## src/rtl/riscv_mem_req_adapter.sv

```systemverilog
// Request-side adapter for one tightly coupled memory port: valid/ready request and
// response channels over a fixed one-cycle-latency memory, with credit and alignment checks.
module riscv_mem_req_adapter #(
    parameter int DATA_WIDTH     = 33,
    parameter int ADDR_WIDTH     = 32,
    parameter int RSP_FIFO_DEPTH = 3
) (
    input  logic                  clk_i,
    input  logic                  rst_i,
    input  logic                  req_valid_i,
    output logic                  req_ready_o,
    input  logic [ADDR_WIDTH-1:0] req_addr_i,
    input  logic                  req_we_i,
    input  logic [3:0]            req_be_i,
    input  logic                  req_is_cap_i,
    input  logic [DATA_WIDTH-1:0] req_wdata_i,
    output logic                  rsp_valid_o,
    input  logic                  rsp_ready_i,
    output logic [DATA_WIDTH-1:0] rsp_rdata_o,
    output logic                  rsp_err_o,
    output logic                  mem_en_o,
    output logic [ADDR_WIDTH-1:0] mem_addr_o,
    output logic                  mem_is_cap_o,
    output logic                  mem_we_o,
    output logic [3:0]            mem_be_o,
    output logic [DATA_WIDTH-1:0] mem_wdata_o,
    input  logic [DATA_WIDTH-1:0] mem_rdata_i,
    input  logic                  mem_ready_i,
    input  logic                  mem_error_i
);

    localparam int PW = (RSP_FIFO_DEPTH > 1) ? $clog2(RSP_FIFO_DEPTH) : 1;
    localparam int CW = $clog2(RSP_FIFO_DEPTH + 1);
    localparam logic [PW-1:0] PTR_LAST = PW'(RSP_FIFO_DEPTH - 1);
    localparam logic [CW:0]   DEPTH_C  = (CW + 1)'(RSP_FIFO_DEPTH);
    localparam logic [CW-1:0] FULL_C   = CW'(RSP_FIFO_DEPTH);

    // Each entry is {err, rdata}.
    logic [DATA_WIDTH:0]   fifo_mem [RSP_FIFO_DEPTH];
    logic [PW-1:0]         wr_ptr;
    logic [PW-1:0]         rd_ptr;
    logic [CW-1:0]         fifo_count;
    logic                  inflight;
    logic                  inflight_we;
    logic                  inflight_mis;

    logic                  misalign;
    logic [CW:0]           occ;
    logic                  accept;
    logic                  push;
    logic                  pop;
    logic [DATA_WIDTH:0]   push_entry;
    logic [DATA_WIDTH:0]   head;

    always_comb begin
        misalign = (req_addr_i[1:0] != 2'b00);
        if (req_is_cap_i && DATA_WIDTH == 65)
            misalign = (req_addr_i[2:0] != 3'b000);
    end

    // Occupancy counts the access still in flight, so a full FIFO can never be overrun.
    assign occ         = {1'b0, fifo_count} + {{CW{1'b0}}, inflight};
    assign req_ready_o = ~rst_i & mem_ready_i & (occ < DEPTH_C);
    assign accept      = req_valid_i & req_ready_o;

    assign mem_en_o     = accept & ~misalign;
    assign mem_addr_o   = req_addr_i;
    assign mem_we_o     = req_we_i;
    assign mem_is_cap_o = req_is_cap_i;
    assign mem_wdata_o  = req_wdata_i;
    assign mem_be_o     = req_is_cap_i ? 4'hF : req_be_i;

    assign push       = inflight;
    assign pop        = rsp_valid_o & rsp_ready_i;
    assign push_entry = {inflight_mis | (~inflight_mis & mem_error_i),
                         (inflight_we | inflight_mis) ? {DATA_WIDTH{1'b0}} : mem_rdata_i};

    assign head        = fifo_mem[rd_ptr];
    assign rsp_valid_o = (fifo_count != '0);
    assign rsp_rdata_o = rsp_valid_o ? head[DATA_WIDTH-1:0] : '0;
    assign rsp_err_o   = rsp_valid_o & head[DATA_WIDTH];

    always_ff @(posedge clk_i) begin
        if (rst_i) begin
            wr_ptr       <= '0;
            rd_ptr       <= '0;
            fifo_count   <= '0;
            inflight     <= 1'b0;
            inflight_we  <= 1'b0;
            inflight_mis <= 1'b0;
        end else begin
            inflight <= accept;
            if (accept) begin
                inflight_we  <= req_we_i;
                inflight_mis <= misalign;
            end
            if (push)
                wr_ptr <= (wr_ptr == PTR_LAST) ? '0 : wr_ptr + 1'b1;
            if (pop)
                rd_ptr <= (rd_ptr == PTR_LAST) ? '0 : rd_ptr + 1'b1;
            case ({push, pop})
                2'b10:   fifo_count <= fifo_count + CW'(1);
                2'b01:   fifo_count <= fifo_count - CW'(1);
                default: fifo_count <= fifo_count;
            endcase
        end
    end

    // NOTE: storage is left unreset; entries are only read once fifo_count marks them valid.
    always_ff @(posedge clk_i) begin
        if (push)
            fifo_mem[wr_ptr] <= push_entry;
    end

    assert property (@(posedge clk_i) disable iff (rst_i) !(push && fifo_count == FULL_C));
    assert property (@(posedge clk_i) disable iff (rst_i) !(pop && fifo_count == '0));
    assert property (@(posedge clk_i) !(mem_en_o && !mem_ready_i));

endmodule

```

## config.mk

```make
export PLATFORM = sky130hd
export DESIGN_NAME = riscv_mem_req_adapter
export DESIGN_NICKNAME = d
export VERILOG_FILES = /design/src/rtl/riscv_mem_req_adapter.sv
export SDC_FILE = /design/constraint.sdc
export NUM_CORES = 1
export LEC_CHECK = 0
export CORE_UTILIZATION = 52
export CTS_BUF_LIST = sky130_fd_sc_hd__clkbuf_8
export DETAILED_ROUTE_END_ITERATION = 12
export DONT_BUFFER_PORTS = 1
export PLACE_DENSITY = 0.67
export SYNTH_ARGS = -nofsm -noshare
export SYNTH_HDL_FRONTEND = slang
export SYNTH_SLANG_ARGS = --single-unit
```

## constraint.sdc

```tcl
create_clock -name clk_i -period 4.4 [get_ports clk_i]
set_input_delay 0.44 -clock clk_i [delete_from_list [all_inputs] [get_ports clk_i]]
set_output_delay 0.44 -clock clk_i [all_outputs]
set_load 0.01 [all_outputs]
```

* Yosys cells after proc, flatten, opt, wreduce, memory -nomap -nowiden
Memories as Yosys holds them, arrays and structs flattened. A register that Yosys moved wholly into a read port is not among the register bits.
Index checks and enable logic that the tools add are counted.
** Word-level totals
- Register bits after elaboration :: 9
- Memory bits (writable) :: 102
- Input bits :: 110
- Output and inout bits :: 108
- Logic and storage cells :: 42
- Memories kept :: 1
** Cells by class
- Add/sub/neg operators :: 5
- $lt $le $gt $ge :: 1
- Equal/unequal tests :: 4
- Muxes and demuxes :: 10
- Bitwise logic cells :: 12
- Reductions and logical operators :: 3
** Memories
- fifo_mem :: depth 3, bits a word 34, rd ports 1, clocked after Yosys merged registers in 1, wr ports 1, line 39 : logic [DATA_WIDTH:0] fifo_mem [RSP_FIFO_DEPTH];
** Operators with widths (count)
- $mux 33 :: 2
- $mux 2 :: 4
- $and 1x1->1 :: 7
- $add 2x1->2 const B :: 3
- $eq 2x2->1 const B :: 3
- $reduce_bool 2->1 :: 3
- $mux 4 :: 1
- $pmux 2 s2 :: 1
- $add 2x1->3 :: 1
- $lt 3x2->1 const B :: 1
- $not 1->1 :: 3
- $eq 2x1->1 const B :: 1
- $mux 1 :: 2
- $or 1x1->1 :: 2
- $sub 2x1->2 const B :: 1

* Longest topological paths before layout
Gate-level depths: netlist of the first run.
- Word-level depth :: 5
- Mapped depth :: 6
- Gate-level depth less buffers :: 6

* Worst setup path after synthesis of the first run
No wires, ideal clock.
- Kind :: reg-to-reg
- From :: register inflight
- To :: memory fifo_mem[0][0] (netlist name) (enable)
- Library setup time :: 0.470 ns
- Arrival :: 2.868 ns
- Data required time :: 3.930 ns
- Setup slack :: 1.062 ns
- Cell stages (with the launch flop) :: 3
- Path buffers :: 0
- Period minus slack after synthesis :: 3.338 ns
- Cell sequence :: dfxtp_1 inv_1 nor3_1
** Between the ends
- Cells in the longest elaborated chain, start to end :: 2
** Ends and longest elaborated chain
- start, declared :: line 43 : logic inflight;
- start signal, assigned :: line 92 : inflight <= accept;
- $mux 1 :: line 111 : if (push)
- $mux 1 (not written as such) :: line 112 : fifo_mem[wr_ptr] <= push_entry;
- end, declared :: line 39
Every way passes these cells.

==> metrics.md, run 1 <==
| Metric | Value |
|---|---|
| Synthesized cell area | between 5000 and 6000 sq um |
| Initial DRC count | just under 90 |
| Pin count of the biggest net entering global routing | 36 |
| Share of cells above drive strength 1 | 24.9% |
| Vias in the first global route | about 2500 |
| Status | complete, no violations |
| Seq cells post-synth | about 110 |
| Remaining global-route overflow | 0 |
| Xor and xnor fraction of the mapped netlist area | less than 1% |
| Hold-fix buffers, CTS | 0 |
| Most common cell after layout, fill and taps aside | edfxtp_1 |
| Antenna Nets Post-Route | 0 |
| Crit share post-route | ~57% |
| Via density per instance | about 5.4 |
| VDD IR max | 244 uV |
| Internal power | between 2 and 2.5 mW |
| Crit Path Category | flop to primary output |
| Number of cell rows | 36 |
| Initial antenna violation count | 1 |
| Shortest period the worst path allows | 2.51 ns |
| Clock slew at reported path FFs | around 0.07 ns |
| IO Pins | ~220 |
| DR vias | 2513 |
| Worst-margin pin slew | about 1.1 ns |
| Die height | 102 microns |
| Synth Area in Compound Gates | less than 1% |
| Wire per inst | between 15 and 20 microns |
| Adder-cell share of the synthesized area | less than 1% |
| Mapped Avg Cell Area | approximately 14 sq um |
| Placed wire-length estimate | around 5200 microns |
| Final setup viols | 0 |
| CP max FO | 34 |
| Top Metal Used | met5 |
| Clk root buf | clkbuf_8 |
| TritonRoute pass-1 iters | 4 |
| Clock share of power | 42.5% |
| Max Clock Freq | a little under 400 MHz |
| Initial Util | between 50% and 60% |
| First-pass GRT wire length | ~12000 microns |
| Area grow syn2layout | 1.75% |
| Distinct cells, synth | 29 |
| Synth Area in Simple Gates | about a tenth |
| GPL Wtd Cong | 0.696 |
| Switching pwr | 0.578 mW |
| CP startpoint kind | flop |
| Combinational power share | 9.8% |
| Sequential Power Share | 47.7% |
| Antenna Diode Count | 0 |
| Sw Ratio | 22.3% |
| Dpl ws | ~2.3 ns |
| Min-delay worst type | primary input to flop |
| Commonest non-fill, non-tap cells in the layout | edfxtp_1 (102), nor2_1 (37), mux2_2 (35) |
| Largest family of logic cells by synthesized area | multiplexers |
| Routed met2 length | roughly 4200 microns |
| Worst slew margin | approximately a quarter |
| Leakage | 1.73 nW |
| Cell area power density | slightly below 500 nW/um^2 |
| Setup TNS | 0 ns |
| RSZ-0062 raised after global routing | false |
| Post_cts resized | 0 |
| Endpoints failing hold | 0 |
| Total GRT Usage | 16.8% |
| Req. time, crit path | 3.96 ns |
| Proportion of synthesized area in mux cells | around 14% |
| DRT met1 WL | about 3400 microns |
| Synth warn | 0 |
| Die Wd | around 100 microns |
| Final-stage net count | ~430 |
| Clock Path Buffers | 2 |
| TritonCTS clock tree | yes |
| Die area | 10400 sq um |
| Final setup margin | between 1.5 and 2 ns |
| Max-Cap Viols | 0 |
| CTS H-tree lvls | 4 |
| Total CTS buffers | 17 |
| Syn nets | ~500 |
| IO Port Bufs | 0 |
| Cell count after synthesis | 376 |
| Number of clock sinks | around 110 |
| Worst EP arrival | around 2.1 ns |
| Residual DRC | 0 |
| Setup Buffers After CTS | 0 |
| Final Slew Violations | 0 |
| Final setup skew | 0.0102 ns |
| Total wire length | between 8000 and 9000 microns |
| Kind of end point of the critical path | primary output |
| Seq/Total Area, Yosys | a little over three fifths |
| Core area | 9730 sq um |
| Met3 routed WL | about 660 microns |
| Clk_lat worst skew | between 0.4 and 0.5 ns |
## sequential cells by signal (all words and copies together) (netlist names), named ones only
| register | cells |
|---|---|
| fifo_mem | 102 |
| fifo_count | 2 |
| rd_ptr | 2 |
| wr_ptr | 2 |
| inflight | 1 |
| inflight_mis | 1 |
| inflight_we | 1 |
## worst max-delay path: stages (launching register included)
cell	delay, ns
dfxtp_2	0.90
mux2_2	0.41
mux2i_1	0.23
nor2_1	0.13
## final timing paths
check             depth (start not counted)                   start  slack [ns]                          to
setup / recovery                          3                    flop        1.89              rsp_rdata_o[1]
hold / removal                            1                   rst_i        0.09  fifo_count[1]$_SDFFE_PP0P_
setup reg to reg                          2  wr_ptr[1]$_SDFFE_PP0P_        2.59   fifo_mem[2][30]$_DFFE_PP_
hold reg to reg                           2  rd_ptr[0]$_SDFFE_PP0P_        0.48                        flop
## kinds of logic (layout without fill, tap and decap cells)
logic type      count (synthesis)  after routing
compound gates                  8              8
xor+xnor                        2              2
fa+ha+maj                       3              3
simple gates                   96             96
flops                         113            113
mux                            69             69
buf+inv                        85             38
## cell type report
type / count / area, sq um
clock buffers: 20 / 275
clock inverters: 12 / 188
fillers: 836 / 4420
inverters: 3 / 11.3
multi-input cells: 178 / 1360
flip-flops and latches: 113 / 3290
well taps: 133 / 166
repair buffers: 3 / 22.5
## power by group through the flow
stage	logic, mW	registers (mW)	clock network, mW
finish	0.255	1.24	1.10
global route	0.284	1.25	1.18
CTS	0.260	1.24	1.12
global placement	0.252	1.26	0
detailed placement	0.259	1.27	0
floorplan	0.301	1.24	0
## metrics by stage
stage                     std cells  area (sq um)  hold slack (ns)  util (%)  power, mW
final                           462          5310           0.0940      54.6       2.60
after global routing            462          5310           0.0482      54.6       2.71
after CTS                       462          5310           0.0610      54.6       2.63
after detailed placement        430          4840            0.461      49.8       1.52
after global placement          430          4840            0.448      49.8       1.52
after floorplan                 376          5220            0.449         -       1.54
## per-layer routing
layer	vias up	global-route usage, %
met5	-	0
met4	2	9.34
met3	36	7.32
met2	122	26.7
met1	1218	19.0
li1	1135	-
## cell usage after synthesis
master,count,area (sq um)
nor3_1,2,10.0
buf_4,68,510
xor2_1,1,8.76
ha_1,3,37.5
nor2b_1,1,6.26
o21ai_0,2,10.0
dfxtp_1,11,220
mux2i_1,34,340
or3b_1,1,8.76
and3_1,1,6.26
o21ba_2,1,10.0
buf_2,6,30.0
a21oi_1,4,20.0
or3_1,2,12.5
mux2_2,35,394
xnor2_1,1,8.76
or2_2,5,31.3
nor4bb_1,1,10.0
edfxtp_1,102,3060
and2_1,34,213
and4bb_2,1,12.5
nand2_1,5,18.8
nand3_1,1,5.00
nand2b_1,1,6.26
nor2_1,41,154
buf_6,3,33.8
clkbuf_1,5,18.8
inv_1,3,11.3
o21ai_1,1,5.00
Power figures use the tool's default switching activity.
==> run 2: changes to the inputs <==
Clock period 4.4 ns to 2.5 ns, I/O delays scaled along.
==> run 2 against run 1 <==
Die area stayed put. Register-to-register slack worse by 1.8 ns. Design area is 1.1% higher. Sequential power is 75% higher. Worst hold slack worse by 0.073 ns. Clock power is 58% higher. Combinational power is 96% higher. Core utilization is 0.58 points higher. Clock skew is 0.0011 ns lower. Critical endpoint is now req_ready_o. Critical path depth is 1 higher.
==> metrics.md, run 2 (same netlist as run 1, synthesis figures left out) <==
| Metric | Value |
|---|---|
| IO Pins | roughly 220 |
| Share of cells above drive strength 1 | between 20% and 30% |
| Clk root buf | clkbuf_8 |
| Min Hold Slack | 0.0209 ns |
| Worst slew margin | 51.4% |
| TritonCTS clock tree | yes |
| Final Slew Violations | 0 |
| CP max FO | 5 |
| Hold-fix buffers, CTS | 2 |
| Max-Cap Viols | 0 |
| TritonRoute pass-1 iters | 5 |
| Setup Buffers After CTS | 0 |
| Layout fillers | 830 |
| IO Port Bufs | 0 |
| Antenna Diode Count | 0 |
| DR vias | roughly 2600 |
| Vias in the first global route | approximately 2600 |
| VDD IR max | 470 uV |
| Post_cts resized | 0 |
| Req. time, crit path | between 2 and 2.5 ns |
| Wire per inst | 18.8 microns |
| Cell area power density | roughly 820 nW/um^2 |
| Area grow syn2layout | 2.83% |
| Final-stage net count | roughly 440 |
| Final setup skew | slightly above 0.009 ns |
| Die area | approximately 10000 sq um |
| Dpl cells | around 440 |
| Core area | approximately 9700 sq um |
| Initial DRC count | roughly 110 |
| Kind of end point of the critical path | primary output |
| Status | complete, no violations |
| Total CTS buffers | 17 |
| Clock slew at reported path FFs | about 0.060 ns |
| Commonest non-fill, non-tap cells in the layout | edfxtp_1 (102), nor2_1 (37), mux2_2 (35) |
| First-pass GRT wire length | roughly 13000 microns |
| Min-delay worst type | primary input to flop |
| Antenna Nets Post-Route | 0 |
| Max Clock Freq | roughly 460 MHz |
| Via density per instance | 5.43 |
| CP startpoint kind | flop |
| Internal power | approximately 3.4 mW |
| Number of clock sinks | approximately 110 |
| Remaining global-route overflow | 0 |
| Tot Pwr | roughly 4.4 mW |
| Leakage | ~1.7 nW |
| Die Wd | 102 microns |
| Shortest period the worst path allows | approximately 2.2 ns |
| Initial antenna violation count | 0 |
| Placed wire-length estimate | between 5000 and 6000 microns |
| Initial Util | approximately 54% |
| Most flops, register | fifo_mem |
| Total wire length | 8850 microns |
| Clock Path Buffers | 2 |
| Crit Path Category | flop to primary output |
| Sw Ratio | 23.3% |
| Pin count of the biggest net entering global routing | 35 |
| Total GRT Usage | between 10% and 20% |
| Final cell count without fillers | between 400 and 500 |
| Worst-margin pin slew | between 0.7 and 0.8 ns |
| CTS H-tree lvls | 4 |
| Clk_lat worst skew | 0.42 ns |
| Worst EP arrival | just under 2 ns |
| Clock share of power | around two fifths |
| Most common cell after layout, fill and taps aside | edfxtp_1 |
| Combinational power share | between 10% and 20% |
| Endpoints failing hold | 0 |
| Residual DRC | 0 |
| Setup TNS | 0 ns |
| RSZ-0062 raised after global routing | false |
| Final setup viols | 0 |
| Max FFs per register | ~100 |
| Crit share post-route | 87.9% |
| GPL Wtd Cong | around 0.72 |
| Die height | between 100 and 150 microns |
| Switching pwr | about 1.0 mW |
| Sequential Power Share | roughly 49% |
| Number of cell rows | 36 |
run 2: power groups by stage:
stage                     Combinational, mW  Clock (mW)  Sequential, mW
after floorplan                       0.531           0            2.18
after global placement                0.493           0            2.20
after detailed placement              0.507           0            2.21
after CTS                             0.513        1.78            2.17
after global routing                  0.559        1.84            2.17
final                                 0.501        1.74            2.17
run 2: layout make-up:
type / instances / area [sq um] / area share [%]
tap: 133 / 166 / 3.10
sequential: 113 / 3290 / 61.3
clock inverter: 14 / 174 / 3.24
timing repair buffer: 13 / 128 / 2.38
clock buffer: 17 / 234 / 4.36
inverter: 3 / 11.3 / 0.210
multi-input combinational: 178 / 1370 / 25.4
run 2: metal layers:
metal	global-route usage (%)	share of wire [%]
met1	20.0	41
met2	29.0	50
met3	8.07	8.0
met4	8.57	1.8
met5	0	0
run 2: worst max-delay path: stages, from the launching register on:
cell	delay (ns)
dfxtp_1	0.47
ha_1	0.20
ha_1	0.22
nand2_1	0.13
nor4bb_1	0.52
run 2: metrics by stage:
step / util, % / instance area [sq um] / setup WS [ns]
global placement: 50.7 / 4940 / 0.716
finish: 55.1 / 5360 / 0.302
detailed placement: 50.7 / 4940 / 0.695
floorplan: - / 5220 / 0.181
CTS: 55.1 / 5360 / 0.242
global route: 55.1 / 5360 / 0.159
run 2: final timing paths:
kind | start | to | slack [ns] | depth (start not counted)
worst max-delay path | fifo_count[0]$_SDFFE_PP0P_ | req_ready_o | 0.30 | 4
worst min-delay path | rst_i | inflight_we$_SDFFE_PP0P_ | 0.02 | 2
worst max register to register | wr_ptr[1]$_SDFFE_PP0P_ | fifo_mem[2][12]$_DFFE_PP_ | 0.81 | 3
worst min register to register | rd_ptr[0]$_SDFFE_PP0P_ | flop | 0.49 | 2
==> run 3: changes to the inputs <==
Settings changed: CAP_MARGIN from default to 20.
==> results of run 3 <==
Final layout, timing and power as in run 2 (identical DEF).
